### config.mk
export PLATFORM = sky130hd
export DESIGN_NAME = instr_fetch_unit
export DESIGN_NICKNAME = d
export VERILOG_FILES = /design/src/rtl/instr_fetch_unit.sv
export SDC_FILE = /design/constraint.sdc
export NUM_CORES = 1
export LEC_CHECK = 0
export CORE_ASPECT_RATIO = 0.7
export CORE_UTILIZATION = 36
export CTS_CLUSTER_SIZE = 14
export DETAILED_ROUTE_END_ITERATION = 8
export GPL_TIMING_DRIVEN = 1
export PLACE_DENSITY = 0.88
export SLEW_MARGIN = 20
export SYNTH_ARGS = -nofsm -noshare
export SYNTH_HDL_FRONTEND = slang
export SYNTH_SLANG_ARGS = --single-unit
### constraint.sdc
create_clock -name Clock -period 2.1 [get_ports Clock]
set_clock_uncertainty 0.15 [all_clocks]
set_input_delay 0.42 -clock Clock [delete_from_list [all_inputs] [get_ports Clock]]
set_output_delay 0.42 -clock Clock [all_outputs]
set_load 0.01 [all_outputs]
### src/rtl/instr_fetch_unit.sv
// Instruction fetch unit: PC, IR, ready-handshake fetch, decoded fields.
// Define ALIGN_CHECK_EN to trap misaligned PCs instead of masking them.
module instr_fetch_unit #(
  parameter logic [31:0] RESET_PC = 32'h0000_0000,
  parameter int          MAX_WAIT = 15
) (
  input  logic        Clock,
  input  logic        Reset,
  input  logic        fetch_req,
  input  logic        pc_write,
  input  logic [31:0] pc_next,
  output logic        mem_rd,
  output logic [31:0] mem_addr,
  input  logic [31:0] mem_rdata,
  input  logic        mem_ready,
  output logic        fetch_done,
  output logic        fetch_busy,
  output logic        fetch_err,
  output logic        fetch_misaligned,
  output logic [31:0] PC,
  output logic [31:0] PC_plus4,
  output logic [5:0]  OPCode,
  output logic [4:0]  rs,
  output logic [4:0]  rt,
  output logic [4:0]  rd,
  output logic [4:0]  shamt,
  output logic [5:0]  Funct,
  output logic [15:0] imm16,
  output logic [25:0] jaddr
);

  typedef enum logic [1:0] {
    IDLE = 2'd0,
    REQ  = 2'd1,
    DONE = 2'd2,
    ERR  = 2'd3
  } state_e;

  state_e      state_q, state_d;
  logic [31:0] pc_q, pc_d;
  logic [31:0] ir_q, ir_d;
  logic [7:0]  wait_q, wait_d;
  logic        align_bad;

`ifdef ALIGN_CHECK_EN
  logic mis_q, mis_d;
  // Check the PC the upcoming REQ would actually use.
  assign align_bad = pc_write ? |pc_next[1:0] : |pc_q[1:0];
  assign fetch_misaligned = mis_q;
`else
  assign align_bad = 1'b0;
  assign fetch_misaligned = 1'b0;
`endif

  always_comb begin
    state_d = state_q;
    pc_d    = pc_q;
    ir_d    = ir_q;
    wait_d  = wait_q;
`ifdef ALIGN_CHECK_EN
    mis_d   = mis_q;
`endif
    unique case (state_q)
      IDLE, DONE: begin
        if (pc_write) pc_d = pc_next;
        if (fetch_req) begin
          wait_d = 8'd0;
          if (align_bad) begin
            state_d = ERR;
`ifdef ALIGN_CHECK_EN
            mis_d   = 1'b1;
`endif
          end else begin
            state_d = REQ;
          end
        end else if (state_q == DONE) begin
          state_d = IDLE;
        end
      end
      REQ: begin
        if (mem_ready) begin
          ir_d    = mem_rdata;
          pc_d    = pc_q + 32'd4;
          state_d = DONE;
        end else begin
          wait_d = wait_q + 8'd1;
          if (wait_q == 8'(MAX_WAIT - 1)) state_d = ERR;
        end
      end
      ERR: state_d = ERR;
      default: state_d = IDLE;
    endcase
  end

  always_ff @(posedge Clock) begin
    if (!Reset) begin
      state_q <= IDLE;
      pc_q    <= RESET_PC;
      ir_q    <= 32'd0;
      wait_q  <= 8'd0;
`ifdef ALIGN_CHECK_EN
      mis_q   <= 1'b0;
`endif
    end else begin
      state_q <= state_d;
      pc_q    <= pc_d;
      ir_q    <= ir_d;
      wait_q  <= wait_d;
`ifdef ALIGN_CHECK_EN
      mis_q   <= mis_d;
`endif
    end
  end

  assign mem_rd     = (state_q == REQ);
  assign fetch_busy = (state_q == REQ);
  assign fetch_done = (state_q == DONE);
  assign fetch_err  = (state_q == ERR);
  assign mem_addr   = mem_rd ? {pc_q[31:2], 2'b00} : pc_q;

  assign PC       = pc_q;
  assign PC_plus4 = pc_q + 32'd4;
  assign OPCode   = ir_q[31:26];
  assign rs       = ir_q[25:21];
  assign rt       = ir_q[20:16];
  assign rd       = ir_q[15:11];
  assign shamt    = ir_q[10:6];
  assign Funct    = ir_q[5:0];
  assign imm16    = ir_q[15:0];
  assign jaddr    = ir_q[25:0];

endmodule

==> out/results.tsv, run 1 <==
stage	metric	value	unit
power_and_ir_drop	leakagePower	3.42	nW
floorplanning	rows	33	
timing	period_share	1.16	
detailed_routing	wl_met2	7750	um
grt	grt_usage	0.247	
timing	setup_tns	-5.79	ns
yosys	synth_edf_count	0	
grt	overflow	0	
power_and_ir_drop	p_per_area	547	nW/um2
detailed_routing	drt_iter0_markers	247	
critical_path	cp_data_required_time	1.53	ns
floorplanning	core_region_area	11900	um2
cts	root_buffer	clkbuf_16	
hold_path	hp-class	flop to flop	
critical_path	worstPathArrival	1.87	ns
cts	path_clk_slew	0.06	ns
cts	cts_hold_buf	0	
layout	instances_no_fill	996	
layout	ff_latch_area	1510	um2
yosys	syn_avg_cell_area	7.82	um2
yosys	ys_async_sr_fraction	0	
critical_path	ff2ff_path_depth	9	
cts	htreeDepth	3	
detailed_routing	met1_length	7220	um
detailed_routing	antenna_left	0	
yosys	synth.area.mux_share	0.0118	
critical_path	r2r_slack	0.03	ns
detailed_routing	met3_length	1080	um
floorplanning	die-area	12800	um2
critical_path	cp-start-kind	flop	
yosys	yosys.area_share.simple	0.237	
detailed_routing	dr.pass1.iters	4	
layout	area_growth_syn_to_layout	79.0	%
critical_path	slowest_delay	0.36	ns
grt	antenna_found_initial	0	
detailed_routing	drc_errors	0	
timing	drv_slew	0	
layout	fillCellCount	977	
yosys	seq_area_frac_synth	0.333	
critical_path	r2r-start	PC[11]$_SDFFE_PN0P_	
detailed_routing	routed.top_layer	met4	
run_status	status	finished with violations	
floorplanning	ios	244	
hold_path	min_path_cells	2	
timing	fmaxAchievable	0.410	GHz
timing	layout_min_cycle_time	2.44	ns
place	dpl_cell_area	7200	um2
timing	setup_viol	24	
critical_path	timing.rr.end	PC[18]$_SDFFE_PN0P_	
yosys	synthCells	569	
yosys	yosysWarnings	0	
place	place_inst	949	
layout	drive_gt1_frac	0.279	
floorplanning	die_x	135	um
detailed_routing	totalWireLength	16200	um
detailed_routing	wire_per_inst	16.3	um
yosys	synth_xor_area_frac	0.0689	
floorplanning	initial_core_util	0.374	
layout	multi_input_area	2550	um2
yosys	syn_nets	641	
yosys	synthFlopType	dfxtp_1	
grt	grt_pass1_wl	24500	um
yosys	yosys_register_bits	74	
timing	whs	0.302	ns
hold_path	worstHoldEndpoint	ir_q[30]$_SDFFE_PN0P_	
yosys	synth_top_family_by_area	simple AND/OR/NAND/NOR gates	
critical_path	cp_cell_sequence	nand3_4 > nor4_4 > buf_4 > clkbuf_16 > and2_4 > xor2_1 > buf_2	
cts	clk_latency	0.33	ns
yosys	synth_compound_area_frac	0.176	
detailed_routing	viasPerCell	4.92	
cts	cts_buffers	9	
detailed_routing	vias	4899	
layout	nNetsFinal	906	
critical_path	cp-end-kind	output pin	
grt	grt_pass1_vias	4713	
critical_path	worstPathMaxFanout	3	
place	place_congestion	0.832	
layout	final_area	7970	um2
yosys	ys_types	61	
cts	cts_tree	built	
critical_path	slowest_stage	dfxtp_2	
yosys	syn_area	4450	um2
run	cap_violations	0	
layout	antennaDiodeCount	0	
place	io_buffer_count	242	
place	hpwl	11800	um
power_and_ir_drop	peakVddDrop	0.371	mV
timing	hold_viol	0	
yosys	yosys.area_share.adder	0.00843	
run_status	violations	negative setup slack	
timing	rsz0062_at_grt	yes	
layout	final_cell_mix	209 x clkdlybuf4s50_1, 104 x nand2_1, 94 x buf_4, 56 x dfxtp_1, 35 x a21oi_1	
floorplanning	die_y	95.0	um
cts	cts.sink_count	74	
critical_path	critPathKind	flop to output pin	
hold_path	min_from	ir_q[30]$_SDFFE_PN0P_	
timing	setup_slack	-0.337	ns
cts	cts_max_path_buffers	2	
layout	layout_commonest_cell	clkdlybuf4s50_1	
grt	grt_max_degree	31	
==> power breakdown <==
group | leakage, nW | total [mW] | internal [mW] | switching (mW)
sequential | 0.612 | 1.55 | 1.49 | 0.0671
clock | 0.139 | 1.53 | 0.904 | 0.622
combinational | 2.67 | 1.28 | 0.702 | 0.576
total | 3.42 | 4.36 | 3.09 | 1.27
==> cells by family (layout without fill, tap and decap cells) <==
| kind of cell | Yosys count | after routing |
|---|---|---|
| AND/OR/NAND/NOR | 215 | 215 |
| AO/OA/AOI/OAI | 119 | 119 |
| buffers and inverters | 117 | 387 |
| flip-flops | 74 | 74 |
| XOR/XNOR | 35 | 35 |
| multiplexers | 5 | 5 |
| adder cells (fa/ha/maj) | 3 | 3 |
| other | 1 | 1 |
==> metrics by stage <==
stage | setup slack, ns | total power [mW] | utilization
after floorplan | -0.0127 | 2.17 | -
after global placement | -0.400 | 2.82 | 0.606
after detailed placement | -0.418 | 2.84 | 0.606
after CTS | -0.466 | 4.36 | 0.651
after global routing | -0.443 | 4.58 | 0.670
final | -0.337 | 4.36 | 0.670
==> how the worst max path moves through the flow <==
| stage | start | end | slack, ns |
|---|---|---|---|
| after floorplan | PC[3]$_SDFFE_PN0P_ | PC_plus4[24] | -0.01 |
| after global placement | PC[3]$_SDFFE_PN0P_ | PC_plus4[24] | -0.40 |
| after detailed placement | PC[3]$_SDFFE_PN0P_ | PC_plus4[31] | -0.42 |
| after CTS | PC[2]$_SDFFE_PN0P_ | PC_plus4[23] | -0.47 |
| after global routing | PC[11]$_SDFFE_PN0P_ | PC_plus4[25] | -0.44 |
| final | PC[14]$_SDFFE_PN0P_ | PC_plus4[25] | -0.34 |
==> flip-flops by register name (all words and copies together) (netlist names) <==
name     flops
wait_q       8
ir_q        32
PC          32
state_q      2
==> cells in the mapped netlist (3+ instances only) <==
cell / count / area, um2
and2_1: 8 / 50.1
nor3_1: 9 / 45.0
o21ai_0: 15 / 75.1
a22o_1: 4 / 35.0
nand3_1: 9 / 45.0
o22ai_1: 8 / 50.1
dfxtp_1: 74 / 1480
a21oi_1: 35 / 175
a21boi_1: 13 / 97.6
o211a_1: 3 / 30.0
buf_4: 77 / 578
ha_1: 3 / 37.5
o21a_1: 3 / 22.5
nor2b_1: 6 / 37.5
buf_2: 4 / 20.0
nand2b_1: 4 / 25.0
xnor2_1: 18 / 158
mux2i_1: 3 / 30.0
a22oi_1: 7 / 52.6
xor2_1: 17 / 149
a21boi_0: 9 / 67.6
nand4_1: 12 / 75.1
a31oi_1: 4 / 25.0
nor2_1: 30 / 113
and3_1: 9 / 56.3
inv_1: 6 / 22.5
nand2_1: 107 / 402
buf_1: 3 / 11.3
clkbuf_1: 26 / 97.6
==> what timing repair did <==
action,in CTS,in global routing
pin swaps,33,33
resized for setup,148,47
cloned,1,0
buffers inserted,19,15
endpoints found under the setup margin,33,31
==> cell type report <==
class	count	area share
well taps	157	0.0247
repair buffers	364	0.424
multi-input cells	378	0.321
clock buffers	11	0.0331
inverters	7	0.00361
clock inverters	5	0.00456
flip-flops and latches	74	0.190
==> critical path, delay by kind of cell (launching register included) <==
family | cells | cell delay [ns]
xor+xnor | 1 | 0.15
buf+inv | 3 | 0.46
flops | 1 | 0.36
simple gates | 3 | 0.57
==> layer usage <==
layer  GRT usage  vias to the layer above
met1       0.316                     2310
met5           0                        -
met3      0.0611                       16
met4      0.0534                        0
met2       0.421                      175
li1            -                     2398
(Power assumes the default switching activity.)
==> inputs of run 2 (changes only) <==
CELL_PAD_IN_SITES_DETAIL_PLACEMENT = 1   (was unset)
CELL_PAD_IN_SITES_GLOBAL_PLACEMENT = 1   (was unset)
CORE_UTILIZATION = 24   (was 36)
PLACE_DENSITY = 0.86   (was 0.88)
==> run 2 against run 1 <==
Against the previous run:
- the run still ends with negative setup slack left
- clock-buffer cell count unchanged
- die area rose by 49%
- fmax down 4.1%
- final cell count increased by 7.9%
- non-clock buffer count unchanged
- via count grew 1.8%
- first-iteration DRC count up 17%
- largest cell class unchanged
- largest power group is now the clock network
==> out/results.tsv, run 2 (same netlist as run 1, synthesis figures left out) <==
stage	metric	value	unit	change
layout	fillCellCount	2075		+110%
grt	grt_pass1_wl	28300	um	+16%
power_and_ir_drop	peakVddDrop	0.386	mV	+4.0%
detailed_routing	met1_length	8370	um	+16%
critical_path	ff2ff_path_depth	10		+1
timing	fmaxAchievable	0.394	GHz	-4.1%
cts	path_clk_slew	0.06	ns	about the same
place	io_buffer_count	242		unchanged
detailed_routing	met3_length	1220	um	+13%
power_and_ir_drop	leakagePower	3.48	nW	+1.7%
timing	rsz0062_at_grt	yes		
layout	nNetsFinal	906		unchanged
hold_path	worstHoldEndpoint	ir_q[31]$_SDFFE_PN0P_		
layout	layout_commonest_cell	clkdlybuf4s50_1		
cts	cts_max_path_buffers	2		unchanged
cts	cts_tree	built		
timing	setup_slack	-0.441	ns	-0.104 ns
detailed_routing	wl_met2	9400	um	+21%
detailed_routing	vias	4985		+1.8%
floorplanning	die_x	165	um	+22%
detailed_routing	antenna_left	0		unchanged
grt	overflow	0		unchanged
run_status	violations	negative setup slack		
run	cap_violations	0		unchanged
detailed_routing	drc_errors	0		unchanged
run_status	status	finished with violations		
detailed_routing	dr.pass1.iters	4		unchanged
grt	grt_pass1_vias	5111		+8.4%
hold_path	min_from	ir_q[31]$_SDFFE_PN0P_		
cts	cts.sink_count	74		unchanged
grt	antenna_found_initial	1		+1
timing	setup_viol	26		+8.3%
layout	antennaDiodeCount	0		unchanged
timing	drv_slew	0		unchanged
floorplanning	ios	244		unchanged
timing	period_share	1.21		+0.0496
detailed_routing	routed.top_layer	met5		
cts	root_buffer	clkbuf_16		
floorplanning	initial_core_util	0.246		-0.128
floorplanning	die-area	19100	um2	+49%
critical_path	r2r-start	PC[8]$_SDFFE_PN0P_		
detailed_routing	wire_per_inst	17.9	um	+9.6%
cts	htreeDepth	3		unchanged
layout	final_cell_mix	207 x clkdlybuf4s50_1, 104 x nand2_1, 97 x buf_4, 60 x dfxtp_1, 35 x a21oi_1		
critical_path	r2r_slack	-0.03	ns	-0.06 ns
floorplanning	die_y	116	um	+22%
critical_path	cp-end-kind	output pin		
power_and_ir_drop	p_per_area	591	nW/um2	+8.0%
place	dp_slack	-0.471	ns	-0.0534 ns
critical_path	cp-start-kind	flop		
hold_path	hp-class	flop to flop		
place	place_congestion	0.820		-1.5%
detailed_routing	viasPerCell	4.64		-5.7%
layout	drive_gt1_frac	0.271		-0.00834
floorplanning	core_region_area	18100	um2	+52%
detailed_routing	drt_iter0_markers	290		+17%
critical_path	cp_data_required_time	1.53	ns	about the same
critical_path	timing.rr.end	PC[14]$_SDFFE_PN0P_		
cts	clk_latency	0.34	ns	about the same
grt	grt_usage	0.196		-0.0510
floorplanning	rows	41		+24%
timing	layout_min_cycle_time	2.54	ns	+0.104 ns
detailed_routing	totalWireLength	19200	um	+18%
critical_path	worstPathArrival	1.97	ns	+0.10 ns
layout	area_growth_syn_to_layout	83.2	%	
cts	cts_hold_buf	0		unchanged
timing	hold_viol	0		unchanged
cts	cts_buffers	9		unchanged
place	hpwl	13900	um	+18%
critical_path	critPathKind	flop to output pin		
critical_path	worstPathMaxFanout	4		+1
hold_path	min_path_cells	2		unchanged
grt	grt_max_degree	43		+39%
timing	whs	0.310	ns	+0.00806 ns
[run 2: how the worst max path moves through the flow]
stage                  startpoint      endpoint  slack [ns]  cells past startpoint
6_report       PC[8]$_SDFFE_PN0P_  PC_plus4[20]       -0.44                      7
5_1_grt        PC[8]$_SDFFE_PN0P_  PC_plus4[20]       -0.54                      7
4_1_cts        PC[2]$_SDFFE_PN0P_  PC_plus4[29]       -0.51                      8
3_5_place_dp   PC[3]$_SDFFE_PN0P_  PC_plus4[22]       -0.47                      7
3_3_place_gp   PC[3]$_SDFFE_PN0P_  PC_plus4[22]       -0.46                      7
2_1_floorplan  PC[3]$_SDFFE_PN0P_  PC_plus4[24]       -0.01                      5
[run 2: critical path, stage by stage, from the launching register on]
cell and delay (ns):
dfxtp_2 0.35, nand4_4 0.17, nor4_4 0.37, buf_4 0.20, buf_6 0.09, and3_4 0.20, xor2_2 0.11, buf_2 0.14
[run 2: report_power, final]
part	internal, mW	switching (mW)
clock network	1.31	0.626
logic	0.712	0.606
registers	1.49	0.0727
[run 2: final cells by class]
| cell class | instances | area [um2] | share of cell area |
|---|---|---|---|
| tap | 236 | 295 | 0.0362 |
| multi-input combinational | 378 | 2540 | 0.312 |
| clock inverter | 5 | 125 | 0.0153 |
| timing repair buffer | 364 | 3410 | 0.419 |
| sequential | 74 | 1500 | 0.184 |
| clock buffer | 11 | 243 | 0.0298 |
| inverter | 7 | 28.8 | 0.00353 |
[run 2: timing repair]
item / CTS / global route
buffers inserted: 24 / 11
gates resized for setup: 159 / 38
pin swaps: 32 / 20
endpoints found under the setup margin: 34 / 42
hold endpoints to repair: 0 / 0
gates cloned: 1 / 0
[run 2: routing by layer]
| metal | up-vias | global-route usage |
|---|---|---|
| met1 | 2406 | 0.241 |
| met3 | 16 | 0.0512 |
| met4 | 2 | 0.0422 |
| met2 | 169 | 0.343 |
| met5 | - | 0 |
| li1 | 2392 | - |
[run 2: through the flow]
step / utilization / instance area [um2] / TNS [ns] / cells / power, mW
after global placement: 0.405 / 7330 / -9.78 / 1028 / 2.86
after floorplan: - / 4540 / -0.0217 / 569 / 2.17
after global routing: 0.450 / 8150 / -9.67 / 1075 / 5.04
after CTS: 0.442 / 8010 / -8.10 / 1069 / 4.84
after detailed placement: 0.405 / 7330 / -11.28 / 1028 / 2.89
final: 0.450 / 8150 / -6.88 / 1075 / 4.82
